## config.mk

```make
export PLATFORM = sky130hd
export DESIGN_NAME = mul_ex_lane
export DESIGN_NICKNAME = d
export VERILOG_FILES = /design/src/rtl/mul_ex_lane_pkg.sv /design/src/rtl/mul_ex_lane_pp.sv /design/src/rtl/mul_ex_lane.sv
export SDC_FILE = /design/constraint.sdc
export NUM_CORES = 2
export LEC_CHECK = 0
export ABC_AREA = 1
export BUFFER_PORTS_ARGS = -buffer_cell sky130_fd_sc_hd__buf_2
export CELL_PAD_IN_SITES_DETAIL_PLACEMENT = 0
export CELL_PAD_IN_SITES_GLOBAL_PLACEMENT = 1
export CORE_ASPECT_RATIO = 0.6
export CORE_UTILIZATION = 40
export CTS_BUF_LIST = sky130_fd_sc_hd__clkbuf_4 sky130_fd_sc_hd__clkbuf_8
export DETAILED_ROUTE_END_ITERATION = 12
export PLACE_DENSITY = 0.68
export SLEW_MARGIN = 20
export SYNTH_ARGS = -nofsm -noshare
export SYNTH_HDL_FRONTEND = slang
export SYNTH_SLANG_ARGS = --single-unit
export TNS_END_PERCENT = 5
```

## constraint.sdc

```tcl
create_clock -name clk -period 6.6 [get_ports clk]
set_input_delay 0.33 -clock clk [delete_from_list [all_inputs] [get_ports clk]]
set_output_delay 0.33 -clock clk [all_outputs]
set_load 0.02 [all_outputs]
```

## src/rtl/mul_ex_lane_pkg.sv

```systemverilog
// Shared types and constants for the integer multiply lane.
package mul_ex_lane_pkg;

    localparam int XLEN    = 32;
    localparam int ROB_W   = 6;
    localparam int MUL_LAT = 2;   // EX1 issue -> CDB visible, used by RS wakeup

    localparam int RS_1 = 0;
    localparam int RS_2 = 1;

    localparam logic [2:0] MUL_F3    = 3'b000;
    localparam logic [2:0] MULH_F3   = 3'b001;
    localparam logic [2:0] MULHSU_F3 = 3'b010;
    localparam logic [2:0] MULHU_F3  = 3'b011;

    typedef struct packed {
        logic             v;
        logic [ROB_W-1:0] robid;
        logic [XLEN-1:0]  data;
    } cdb_t;

    typedef struct packed {
        logic                 v;
        logic [ROB_W-1:0]     robid;
        logic [2:0]           func3;
        logic [1:0][XLEN-1:0] src;
    } info_instr_inflight_t;

    // Operand signedness for a func3: {a_signed, b_signed}.
    function automatic logic [1:0] mul_signs(input logic [2:0] f3);
        return {(f3 == MULH_F3) || (f3 == MULHSU_F3), (f3 == MULH_F3)};
    endfunction

endpackage

```

## src/rtl/mul_ex_lane_pp.sv

```systemverilog
// Combinational partial-product generator for two (DATA_LEN+1)-bit signed operands.
// Each operand is split into an unsigned low half and a signed high half; the four
// cross products are returned sign-extended to DATA_LEN+2 bits.
// pp_o[0]=lo*lo, pp_o[1]=a_lo*b_hi, pp_o[2]=a_hi*b_lo, pp_o[3]=hi*hi.
module mul_pp #(
    parameter int DATA_LEN = 32
) (
    input  logic [DATA_LEN:0]                  a_i,
    input  logic [DATA_LEN:0]                  b_i,
    output logic [3:0][DATA_LEN+1:0]           pp_o
);
    localparam int H   = DATA_LEN / 2;
    localparam int PPW = DATA_LEN + 2;

    logic [PPW-1:0] a_lo, a_hi, b_lo, b_hi;

    // Extend halves to the product width so a plain truncated multiply is exact.
    always_comb begin
        a_lo = {{(PPW-H){1'b0}}, a_i[H-1:0]};
        b_lo = {{(PPW-H){1'b0}}, b_i[H-1:0]};
        a_hi = {{(PPW-H-1){a_i[DATA_LEN]}}, a_i[DATA_LEN:H]};
        b_hi = {{(PPW-H-1){b_i[DATA_LEN]}}, b_i[DATA_LEN:H]};
        pp_o[0] = a_lo * b_lo;
        pp_o[1] = a_lo * b_hi;
        pp_o[2] = a_hi * b_lo;
        pp_o[3] = a_hi * b_hi;
    end

endmodule

```

## src/rtl/mul_ex_lane.sv

```systemverilog
// Two-stage integer multiply lane: S1 holds partial products, OUT holds the CDB entry.
// Back-pressure from the CDB arbiter stalls the lane and surfaces as mul_rdy.
module mul_ex_lane
    import mul_ex_lane_pkg::*;
#(
    parameter int DATA_LEN      = XLEN,
    parameter int ROB_SIZE_CLOG = ROB_W,
    parameter bit CHK_DIV_F3    = 1'b1   // flag divide-class func3 reaching this lane
) (
    input  logic                 clk,
    input  logic                 rst,
    input  info_instr_inflight_t info_instr_ex1_i,
    input  logic                 flush,
    input  logic                 cdb_gnt,
    output cdb_t                 mul_cdb,
    output logic                 mul_rdy
);
    localparam int PPW = DATA_LEN + 2;
    localparam int PW  = 2 * DATA_LEN;   // only the low 2*DATA_LEN product bits are ever used

    // S1 stage
    logic                     s1_v_q, s1_v_d;
    logic [ROB_SIZE_CLOG-1:0] s1_robid_q, s1_robid_d;
    logic [2:0]               s1_func3_q, s1_func3_d;
    logic [3:0][PPW-1:0]      s1_pp_q, s1_pp_d, pp_ex1;

    // OUT stage
    cdb_t cdb_q, cdb_d;

    logic              out_en, s1_en;
    logic [1:0]        sgn;
    logic [DATA_LEN:0] op_a, op_b;
    logic [3:0][PW-1:0] pp_x;
    logic [PW-1:0]     prod;
    logic [DATA_LEN-1:0] res;

    assign out_en  = ~cdb_q.v | cdb_gnt;
    assign s1_en   = ~s1_v_q | out_en;
    assign mul_rdy = s1_en;
    assign mul_cdb = cdb_q;

    // EX1: extend operands to DATA_LEN+1 bits according to func3 signedness.
    always_comb begin
        sgn  = mul_signs(info_instr_ex1_i.func3);
        op_a = {sgn[1] & info_instr_ex1_i.src[RS_1][DATA_LEN-1], info_instr_ex1_i.src[RS_1]};
        op_b = {sgn[0] & info_instr_ex1_i.src[RS_2][DATA_LEN-1], info_instr_ex1_i.src[RS_2]};
    end

    mul_pp #(.DATA_LEN(DATA_LEN)) u_pp (
        .a_i  (op_a),
        .b_i  (op_b),
        .pp_o (pp_ex1)
    );

    // S1 next state: flush kills, otherwise load when the stage can advance.
    always_comb begin
        s1_v_d     = s1_v_q;
        s1_robid_d = s1_robid_q;
        s1_func3_d = s1_func3_q;
        s1_pp_d    = s1_pp_q;
        if (flush) begin
            s1_v_d = 1'b0;
        end else if (s1_en) begin
            s1_v_d     = info_instr_ex1_i.v;
            s1_robid_d = info_instr_ex1_i.robid;
            s1_func3_d = info_instr_ex1_i.func3;
            s1_pp_d    = pp_ex1;
        end
    end

    // OUT: sign-extend partial products, recombine, select low/high half.
    always_comb begin
        for (int k = 0; k < 4; k++) begin
            pp_x[k] = {{(PW-PPW){s1_pp_q[k][PPW-1]}}, s1_pp_q[k]};
        end
        prod = (pp_x[3] << DATA_LEN) + ((pp_x[2] + pp_x[1]) << (DATA_LEN / 2)) + pp_x[0];
        res  = '0;
        if (!s1_func3_q[2]) begin
            res = (s1_func3_q == MUL_F3) ? prod[DATA_LEN-1:0] : prod[PW-1:DATA_LEN];
        end
    end

    // OUT next state: hold a valid entry until granted; flush clears regardless.
    always_comb begin
        cdb_d = cdb_q;
        if (flush) begin
            cdb_d.v = 1'b0;
        end else if (out_en) begin
            cdb_d.v     = s1_v_q;
            cdb_d.robid = s1_robid_q;
            cdb_d.data  = res;
        end
    end

    // Stage registers with synchronous reset discarding all in-flight work.
    always_ff @(posedge clk) begin
        if (rst) begin
            s1_v_q     <= 1'b0;
            s1_robid_q <= '0;
            s1_func3_q <= '0;
            s1_pp_q    <= '0;
            cdb_q      <= '0;
        end else begin
            s1_v_q     <= s1_v_d;
            s1_robid_q <= s1_robid_d;
            s1_func3_q <= s1_func3_d;
            s1_pp_q    <= s1_pp_d;
            cdb_q      <= cdb_d;
        end
    end

    // The RS must never issue into a stalled lane; such an instruction is dropped.
    a_issue_stalled: assert property (@(posedge clk) disable iff (rst)
        !(info_instr_ex1_i.v && !mul_rdy))
        else $error("mul_ex_lane: issue while mul_rdy=0, instruction dropped");

    // Divide-class ops complete with data 0 so the ROB drains, but are flagged.
    if (CHK_DIV_F3) begin : g_div_chk
        a_div_f3: assert property (@(posedge clk) disable iff (rst)
            !(info_instr_ex1_i.v && mul_rdy && !flush && info_instr_ex1_i.func3[2]))
            else $error("mul_ex_lane: divide-class func3 issued to multiply lane");
    end

endmodule

```

==> flow_metrics.env <==
export IMPL_status="completed"
export IMPL_cts_clk_slew_worst_paths_ns=0.11
export IMPL_slew_headroom_pct=17.6
export IMPL_grt_pass1_vias=45314
export IMPL_wl_per_cell_um=20.2
export IMPL_dieArea_mm2=0.133
export IMPL_yosysWarningCount=0
export IMPL_die_y_um=282
export IMPL_antenna_found_initial=8
export IMPL_finalHoldViolCount=0
export IMPL_finish_utilization_pct=43.5
export IMPL_worst_clock_skew_ns=0.0362
export IMPL_syn_to_final_growth_pct=7.45
export IMPL_synth_cell_area_mm2=0.0524
export IMPL_grt_usage_pct=28.2
export IMPL_worst_pin_slew_ns=1.22
export IMPL_insertion_delay_ns=0.61
export IMPL_regArea_mm2=0.00362
export IMPL_async_flop_share_pct=0
export IMPL_drtIter0Drc=3642
export IMPL_clk_path_buf_depth=2
export IMPL_critPathMaxStageDelay_ns=0.70
export IMPL_finalCritPeriodShare_pct=94.1
export IMPL_dp_hpwl_um=151000
export IMPL_gr_total_overflow=0
export IMPL_drive_gt1_share_pct=5.93
export IMPL_crit_fanout=18
export IMPL_route_detailed_drc=0
export IMPL_crit_slowest_cell="fa_1"
export IMPL_crit_family="adder cells"
export IMPL_cts_root_buf="clkbuf_8"
export IMPL_worstSetupPathType="in -> reg"
export IMPL_worst_ep_required_time_ns=7.09
export IMPL_fin_area_mm2=0.0563
export IMPL_fillers=13484
export IMPL_vias_per_cell=4.94
export IMPL_coreArea_mm2=0.130
export IMPL_syn_inst=7161
export IMPL_synth_edf_count=0
export IMPL_ios=118
export IMPL_drv_slew=0
export IMPL_grt_max_degree=81
export IMPL_crit_arrival_ns=6.70
export IMPL_cts_sinks=181
export IMPL_vias=44099
export IMPL_cts_buffers=17
export IMPL_ys_seq_area_share_pct=6.91
export IMPL_synth_flop_cell="dfxtp_1"
export IMPL_die_w_um=469
export IMPL_synth_seq_cells=181
export IMPL_routed_wl_um=181000
export IMPL_setup_violations=0
export IMPL_holdCritPathClass="in -> reg"
export IMPL_synth_distinct_cells=59
export IMPL_cts_tree="built"
export IMPL_rsz0062_at_grt="false"
export IMPL_place_area_mm2=0.0558
export IMPL_synth_nets=8687
export IMPL_grt_pass1_wl_um=281000
export IMPL_final_antenna_net_count=0
export IMPL_cp_cell_sequence="buf_2 > xor2_1 > nand2_2 > clkinv_4 > nand2_1 > fa_1 > inv_1 > fa_1 > buf_4 > fa_1 > inv_1 > fa_1 > fa_1 > inv_1 > fa_1 > ha_1 > nand2_1 > nor4_1 > a221oi_1 > nand3_1 > nand2_1 > o21ai_0 > inv_1"
export IMPL_ctsResizeCount=0
export IMPL_crit_buf_inv=7
export IMPL_gp_congestion=0.941
export IMPL_fin_nets=8730
export IMPL_start_util_pct=40.5
export IMPL_cp_start_kind="input pin"
export IMPL_fin_crit_ns=6.21
export IMPL_cts_setup_buffers=0
export IMPL_numPortBuffers=117
export IMPL_drt_first_pass_iters=5
export IMPL_multi_input_comb_area_mm2=0.0401
export IMPL_fmax_mhz=161
export IMPL_synth_avg_cell_area_um2=7.32
export IMPL_h_tree_depth=4
export IMPL_cpMostUsedCell="fa_1"
export IMPL_endpoint_kind="register"
export IMPL_drv_cap=0
export IMPL_rows=102
state kept, by name, summed over array words and instances (netlist names):
signal      cells
s1_func3_q      3
mul_cdb        39
pp_x          132
s1_robid_q      6
s1_v_q          1
cells in the final DEF (no fill, tap or decap), types with 26 or more instances in the layout:
cell     instances
nor2_1         455
inv_1         1979
xnor2_1         59
xor2_1          87
a21oi_1        299
dfxtp_1        181
ha_1           482
a31oi_1         26
buf_2          116
nand4_1         38
a21o_1          34
nor3_1          37
fa_1           966
nand2_1       1615
nand3_1        145
buf_4          203
o21ai_0        247
area by class of cell:
class | instances | share of cell area [%]
Tap cell | 1716 | 3.81
Antenna cell | 2 | 0.00889
Multi-Input combinational cell | 4669 | 71.2
Sequential cell | 181 | 6.43
Clock buffer | 17 | 0.415
Clock inverter | 15 | 0.340
Inverter | 1988 | 13.3
Timing Repair Buffer | 347 | 4.54
path summary, 6_finish.rpt:
kind / slack, ns / from / to / cells past startpoint
setup / recovery: 0.39 / info_instr_ex1_i[64] / pp_x[158]$_SDFFE_PP0P_ / 23
setup reg to reg: 1.18 / pp_x[82]$_SDFFE_PP0P_ / mul_cdb[14]$_SDFFE_PP0P_ / 20
hold reg to reg: 0.47 / pp_x[4]$_SDFFE_PP0P_ / pp_x[4]$_SDFFE_PP0P_ / 2
hold / removal: 0.07 / info_instr_ex1_i[64] / s1_func3_q[0]$_SDFFE_PP0P_ / 3
routing by layer:
metal  track usage, %  wire, µm
met1             43.7     92400
met2             39.4     69500
met3             7.06     16200
met4             4.43      2560
met5                0         0
tightest hold or removal path, cell delays in order:
cell     delay (ns)
buf_2          0.10
o21ai_0        0.11
nor2_1         0.09
cells in the mapped netlist, types with 4 or more instances:
cell type	number	share of area, %
nor2_1	455	3.3
a31oi_1	26	0.31
o21bai_1	20	0.29
a31o_2	6	0.10
nand4_1	38	0.45
a21oi_2	7	0.12
inv_2	4	0.029
nor4_1	11	0.13
o21ai_1	20	0.19
xnor2_1	59	0.99
or2_2	12	0.14
o221ai_1	6	0.10
buf_2	14	0.13
dfxtp_1	181	6.9
nor3_1	37	0.35
nand3_1	145	1.4
o21ai_0	249	2.4
a221oi_1	6	0.10
a211oi_1	5	0.072
clkbuf_1	305	2.2
xor2_1	87	1.5
o21a_1	13	0.19
o211ai_1	19	0.27
a21o_1	34	0.49
ha_1	482	12
nand2_1	1616	12
or2_1	4	0.048
fa_1	966	37
a21oi_1	299	2.9
nand2_2	4	0.048
inv_1	1981	14
cells by family after synthesis:
group	count (synthesis)	synth area share, %
XOR/XNOR	146	2.44
buffers and inverters	2311	16.6
adder cells (fa/ha/maj)	1448	48.4
AND/OR/NAND/NOR	2341	17.7
AO/OA/AOI/OAI	734	7.90
flip-flops	181	6.91
metrics by stage:
stage,std cells,setup slack [ns],hold WS [ns],TNS (ns)
4_1_cts,8933,0.386,0.0121,0
3_5_place_dp,8890,-0.236,0.453,-1.87
5_1_grt,8935,0.0364,0.0480,0
3_3_place_gp,8890,-0.180,0.443,-1.65
2_1_floorplan,7161,0.586,0.430,0
6_report,8935,0.390,0.0748,0
what timing repair did:
action / 4_1_cts / 5_1_grt
hold endpoints to repair: 9 / 0
setup endpoints to repair: 0 / 0
hold buffers: 11 / 0
Power is not shown: default switching activity piles up to over one toggle a cycle in this logic, so the estimate is an artifact.
